<file path="config.mk">
export PLATFORM = sky130hd
export DESIGN_NAME = step_clock_gen_flat
export DESIGN_NICKNAME = d
export VERILOG_FILES = /design/src/rtl/step_clock_gen_pkg.sv /design/src/rtl/step_clock_gen_if.sv /design/src/rtl/step_clock_gen_sync_rise.sv /design/src/rtl/step_clock_gen.sv /design/src/flat_wrapper.sv
export SDC_FILE = /design/constraint.sdc
export NUM_CORES = 1
export LEC_CHECK = 0
export CAP_MARGIN = 30
export CELL_PAD_IN_SITES_DETAIL_PLACEMENT = 1
export CELL_PAD_IN_SITES_GLOBAL_PLACEMENT = 1
export CORE_ASPECT_RATIO = 0.7
export CORE_MARGIN = 4
export CORE_UTILIZATION = 42
export DETAILED_ROUTE_END_ITERATION = 8
export GPL_ROUTABILITY_DRIVEN = 0
export PLACE_DENSITY_LB_ADDON = 0.1
export SETUP_SLACK_MARGIN = 0.15
export SLEW_MARGIN = 20
export SYNTH_ARGS = -nofsm -noshare
export SYNTH_HDL_FRONTEND = slang
export SYNTH_SLANG_ARGS = --single-unit
export TNS_END_PERCENT = 5
</file>
<file path="constraint.sdc">
create_clock -name clk_in -period 1.8 [get_ports clk_in]
set_input_delay 0.54 -clock clk_in [delete_from_list [all_inputs] [get_ports clk_in]]
set_output_delay 0.54 -clock clk_in [all_outputs]
set_load 0.01 [all_outputs]
</file>
<file path="src/rtl/step_clock_gen_pkg.sv">
// Shared types and constants for the single-step / free-run CPU clock-enable generator.
package step_clk_pkg;

  typedef enum logic [1:0] {
    IDLE         = 2'd0,
    PRESS_WAIT   = 2'd1,
    HELD         = 2'd2,
    RELEASE_WAIT = 2'd3
  } step_state_t;

  localparam int DEB_TICKS_DEF = 4;
  localparam int DEB_CNT_W     = 4;

endpackage

</file>
<file path="src/rtl/step_clock_gen_if.sv">
// Slow-clock, button and mode inputs plus the CPU clock-enable outputs of step_clock_gen.
interface step_clock_gen_if #(parameter int CNT_W = 8);
  logic             tick;
  logic             key_n;
  logic             run_mode;
  logic             cpu_en;
  logic [CNT_W-1:0] step_cnt;
  logic             busy;

  modport master (output tick, key_n, run_mode, input cpu_en, step_cnt, busy);
  modport slave  (input tick, key_n, run_mode, output cpu_en, step_cnt, busy);
endinterface

</file>
<file path="src/rtl/step_clock_gen_sync_rise.sv">
// Two-flop synchronizer with a registered rising-edge strobe.
module sync_rise (
  input  logic clk_in,
  input  logic rst,
  input  logic d,
  output logic rise
);
  logic       meta, sync, prev, armed;
  logic [1:0] vld;

  // armed only sets once a genuinely synchronized low is seen, so a level
  // already high when reset releases never looks like an edge
  always_ff @(posedge clk_in or negedge rst) begin
    if (!rst) begin
      meta  <= 1'b0;
      sync  <= 1'b0;
      prev  <= 1'b0;
      armed <= 1'b0;
      vld   <= 2'b00;
      rise  <= 1'b0;
    end else begin
      meta  <= d;
      sync  <= meta;
      prev  <= sync;
      vld   <= {vld[0], 1'b1};
      armed <= armed | (vld[1] & ~sync);
      rise  <= sync & ~prev & armed;
    end
  end
endmodule

</file>
<file path="src/rtl/step_clock_gen.sv">
// CPU clock-enable generator: one pulse per slow tick in free-run, one per debounced key press in step mode.
module step_clock_gen
  import step_clk_pkg::*;
#(
  parameter int DEB_TICKS = DEB_TICKS_DEF,
  parameter int CNT_W     = 8
) (
  input logic              clk_in,
  input logic              rst,
  step_clock_gen_if.slave  bus
);
  // state        | meaning
  // IDLE         | key released and stable, waiting for a low sample
  // PRESS_WAIT   | key low, counting consecutive low tick samples
  // HELD         | press accepted (pulse issued), waiting for a high sample
  // RELEASE_WAIT | key high, counting consecutive high tick samples

  localparam logic [DEB_CNT_W-1:0] DEB_TC = DEB_CNT_W'(DEB_TICKS);

  logic                 tick_rise;
  logic                 key_m, key_s, run_m, run_s, run_prev, mode_chg;
  logic                 fire, cpu_en_q;
  logic [DEB_CNT_W-1:0] cnt_q, cnt_d;
  logic [CNT_W-1:0]     step_cnt_q;
  step_state_t          state_q, state_d;

  sync_rise u_tick_sync (.clk_in(clk_in), .rst(rst), .d(bus.tick), .rise(tick_rise));

  always_ff @(posedge clk_in or negedge rst) begin
    if (!rst) begin
      key_m    <= 1'b0;
      key_s    <= 1'b0;
      run_m    <= 1'b0;
      run_s    <= 1'b0;
      run_prev <= 1'b0;
    end else begin
      key_m    <= bus.key_n;
      key_s    <= key_m;
      run_m    <= bus.run_mode;
      run_s    <= run_m;
      run_prev <= run_s;
    end
  end

  assign mode_chg = run_s ^ run_prev;

  always_comb begin
    state_d = state_q;
    cnt_d   = cnt_q;
    fire    = 1'b0;
    if (mode_chg || run_s) begin
      state_d = IDLE;
      cnt_d   = '0;
    end else if (tick_rise) begin
      case (state_q)
        IDLE: if (!key_s) begin
          state_d = PRESS_WAIT;
          cnt_d   = DEB_CNT_W'(1);
        end
        PRESS_WAIT: if (key_s) begin
          state_d = IDLE;
          cnt_d   = '0;
        end else if (cnt_q + 1'b1 == DEB_TC) begin
          state_d = HELD;
          cnt_d   = '0;
          fire    = 1'b1;
        end else begin
          cnt_d = cnt_q + 1'b1;
        end
        HELD: if (key_s) begin
          state_d = RELEASE_WAIT;
          cnt_d   = DEB_CNT_W'(1);
        end
        RELEASE_WAIT: if (!key_s) begin
          state_d = HELD;
          cnt_d   = '0;
        end else if (cnt_q + 1'b1 == DEB_TC) begin
          state_d = IDLE;
          cnt_d   = '0;
        end else begin
          cnt_d = cnt_q + 1'b1;
        end
        default: begin
          state_d = IDLE;
          cnt_d   = '0;
        end
      endcase
    end
  end

  always_ff @(posedge clk_in or negedge rst) begin
    if (!rst) begin
      state_q    <= IDLE;
      cnt_q      <= '0;
      cpu_en_q   <= 1'b0;
      step_cnt_q <= '0;
    end else begin
      state_q    <= state_d;
      cnt_q      <= cnt_d;
      cpu_en_q   <= (run_s & tick_rise & ~mode_chg) | fire;
      step_cnt_q <= step_cnt_q + CNT_W'(cpu_en_q);
    end
  end

  assign bus.cpu_en   = cpu_en_q;
  assign bus.step_cnt = step_cnt_q;
  assign bus.busy     = (state_q != IDLE);
endmodule

</file>
<file path="src/flat_wrapper.sv">
// flat-port wrapper written by rule: the top's interface ports become plain ports
module step_clock_gen_flat import step_clk_pkg::*;
#(
  parameter int DEB_TICKS = DEB_TICKS_DEF,
  parameter int CNT_W     = 8
)
  (clk_in, rst, bus_tick, bus_key_n, bus_run_mode, bus_cpu_en, bus_step_cnt, bus_busy);
  step_clock_gen_if #(.CNT_W(CNT_W)) bus_i ();
  input logic clk_in;
  input logic rst;
  input wire logic [$bits(bus_i.tick)-1:0] bus_tick;
  input wire logic [$bits(bus_i.key_n)-1:0] bus_key_n;
  input wire logic [$bits(bus_i.run_mode)-1:0] bus_run_mode;
  output wire logic [$bits(bus_i.cpu_en)-1:0] bus_cpu_en;
  output wire logic [$bits(bus_i.step_cnt)-1:0] bus_step_cnt;
  output wire logic [$bits(bus_i.busy)-1:0] bus_busy;
  assign bus_i.tick = bus_tick;
  assign bus_i.key_n = bus_key_n;
  assign bus_i.run_mode = bus_run_mode;
  assign bus_cpu_en = bus_i.cpu_en;
  assign bus_step_cnt = bus_i.step_cnt;
  assign bus_busy = bus_i.busy;
  step_clock_gen #(.DEB_TICKS(DEB_TICKS), .CNT_W(CNT_W)) u_core (.clk_in(clk_in), .rst(rst), .bus(bus_i));
endmodule
</file>
==> results.toml <==
[clock_network]
root_buffer = "clkbuf_8"
path_clk_slew_ns = 0.08
cts_max_level = 1
cts_tree = "done"
cts_hold_buf = 0
insertion_delay_ns = 0.27
clock_path_buffers = 2
cts_num_sinks = 27
cts_made_buffers = 3

[floorplan]
die_y_um = 51.2
start_util_pct = 44.8
io_pins = 15
dieArea_sq_um = 3570
rows = 15
core_sq_um = 2500
die_w_um = 69.7

[hold_path]
hp-class = "register to register"

[timing]
hold_viol = 0
period_share_pct = 96.5
setup_slack_ns = 0.0635
tns_ns = 0
drv_slew = 0
final.setup_skew_ns = 0.00319
rsz0062_at_grt = "yes"
period_minus_slack_ns = 1.74
finalSetupViolations = 0
fmax_mhz = 576

[synthesis]
netlist_top_cells_area = "dfrtp_1, ha_1, xnor2_1, nand3_1, xor2_1"
syn_avg_cell_area_sq_um = 12.2
seq_area_frac_synth_pct = 60.4
synth_seq_cells = 27
ys_types = 26
synth_top_area_share_pct = 60.4
synth_warnings = 0
synth_nets = 102
synth_top_area_cell = "dfrtp_1"
synth_area_sq_um = 1120
synth_cells = 92

[run_status]
status = "completed"

[cells_and_area]
multi_input_area_sq_um = 420
num-nets-final = 129
layout_common_cells = "dfrtp_1, clkdlybuf4s50_1, buf_4"
area_delta_synth_final_pct = 25.8
antenna_cells = 0
nFillCells = 270
layout_commonest_cell = "dfrtp_1"
drive_gt1_share_pct = 14.4
regArea_sq_um = 676

[routing]
vias = 757
drt-initial-drc-count = 34
vias_per_cell = 4.98
routedWlPerCell_um = 14.5
wl_mm = 2.21
final_antenna_net_count = 0
drc = 0
drtPass1Iterations = 4

[pwr]
powerDensity_nw_per_um2 = 862
ir_worst_vdd_mv = 0.515
p_leak_nw = 0.702

[critical_path]
slowest_stage = "clkdlybuf4s50_1"
slowest_delay_ns = 0.55
worstSetupPathType = "register to output port"
start_kind = "register"
cp_num_buf_inv = 1
critPathRequiredTime_ns = 1.26
path_cells = "clkdlybuf4s50_1"
cp_max_fo = 2
crit_family = "buffers and inverters"
cp.arrival_ns = 1.20
cp-end-kind = "output port"

[grt]
grt_pass1_vias = 780
grt_max_degree = 28
grt_pass1_wl_mm = 4.05
antenna_found_initial = 0
grt_overflow = 0
grt_usage_pct = 15.1

[placement]
place_ws_ns = 0.146
dp_hpwl_mm = 1.65
place.port_buffers = 14

[flow_run]
maxCapViolCount = 0
worst paths after layout:
check                                                         start                             endpoint  slack [ns]  cells past startpoint
worst min-delay path            u_core.u_tick_sync.vld[0]$_DFF_PN0_  u_core.u_tick_sync.vld[1]$_DFF_PN0_        0.35                      0
worst max register to register          u_core.cnt_q[0]$_DFFE_PN0P_          u_core.bus.cpu_en$_DFF_PN0_        0.12                      5
worst min register to register  u_core.u_tick_sync.vld[0]$_DFF_PN0_  u_core.u_tick_sync.vld[1]$_DFF_PN0_        0.35                      0
min in group asynchronous                                       rst          u_core.cnt_q[2]$_DFFE_PN0P_        0.63                      2
max in group asynchronous                                       rst        u_core.state_q[1]$_DFFE_PN0P_        0.91                      2
worst max-delay path               u_core.bus.step_cnt[4]$_DFF_PN0_                      bus_step_cnt[4]        0.06                      1
Yosys cell counts (all sizes together):
cell and n:
a22o 1, inv 6, conb 1, a31o 2, dfrtp 27, o32ai 1, xnor2 5, xor2 3
and2b 1, or2 1, nor2 5, ha 5, nor4b 1, a31oi 1, a32o 1, o31ai 1
nand3 7, a21o 1, nor2b 2, and3 4, o21a 3, a21oi 2, o21ai 3, and4b 2
nand2 6
kinds of logic after synthesis:
group                    count (synthesis)  synth area share (%)
AND/OR/NAND/NOR                         29                  14.5
flip-flops                              27                  60.4
AO/OA/AOI/OAI                           16                  10.9
XOR/XNOR                                 8                  6.26
buffers and inverters                    6                  2.01
adder cells (fa/ha/maj)                  5                  5.59
other                                    1                 0.335
per-stage QoR:
step / hold slack [ns] / total power [W] / std cells / utilization, % / area (sq um)
2_1_floorplan: 0.244 / 0.000760 / 92 / - / 1120
3_3_place_gp: 0.332 / 0.000873 / 143 / 53.0 / 1320
3_5_place_dp: 0.337 / 0.000881 / 143 / 53.0 / 1320
4_1_cts: 0.357 / 0.00124 / 152 / 56.3 / 1410
5_1_grt: 0.364 / 0.00129 / 152 / 56.4 / 1410
6_report: 0.354 / 0.00121 / 152 / 56.4 / 1410
what timing repair did:
action / CTS / global route
endpoints found under the setup margin: 12 / 13
gates resized for setup: 2 / 1
setup buffers: 5 / 0
layout make-up:
class | instances | area share, %
Multi-Input combinational cell | 59 | 29.9
Clock buffer | 3 | 2.93
Tap cell | 34 | 3.02
Sequential cell | 27 | 48.0
Inverter | 6 | 1.60
Timing Repair Buffer | 22 | 14.2
Clock inverter | 1 | 0.356
where the power goes:
group	switching (W)	internal, W
logic	0.0000883	0.000113
clock network	0.000172	0.000155
registers	0.0000287	0.000656
total	0.000289	0.000925
flip-flops by register name (all words and copies together) (netlist names), 2 cells and up:
name / cells
u_core.bus.step_cnt: 8
u_core.u_tick_sync.vld: 2
u_core.cnt_q: 4
u_core.state_q: 2
metal layers:
metal,GRT usage (%),part of all wire (%)
met1,20.8,51
met2,22.0,42
met3,5.30,4.7
met4,5.73,1.4
met5,0,0
Note: power is estimated with default switching activity, not from simulation.
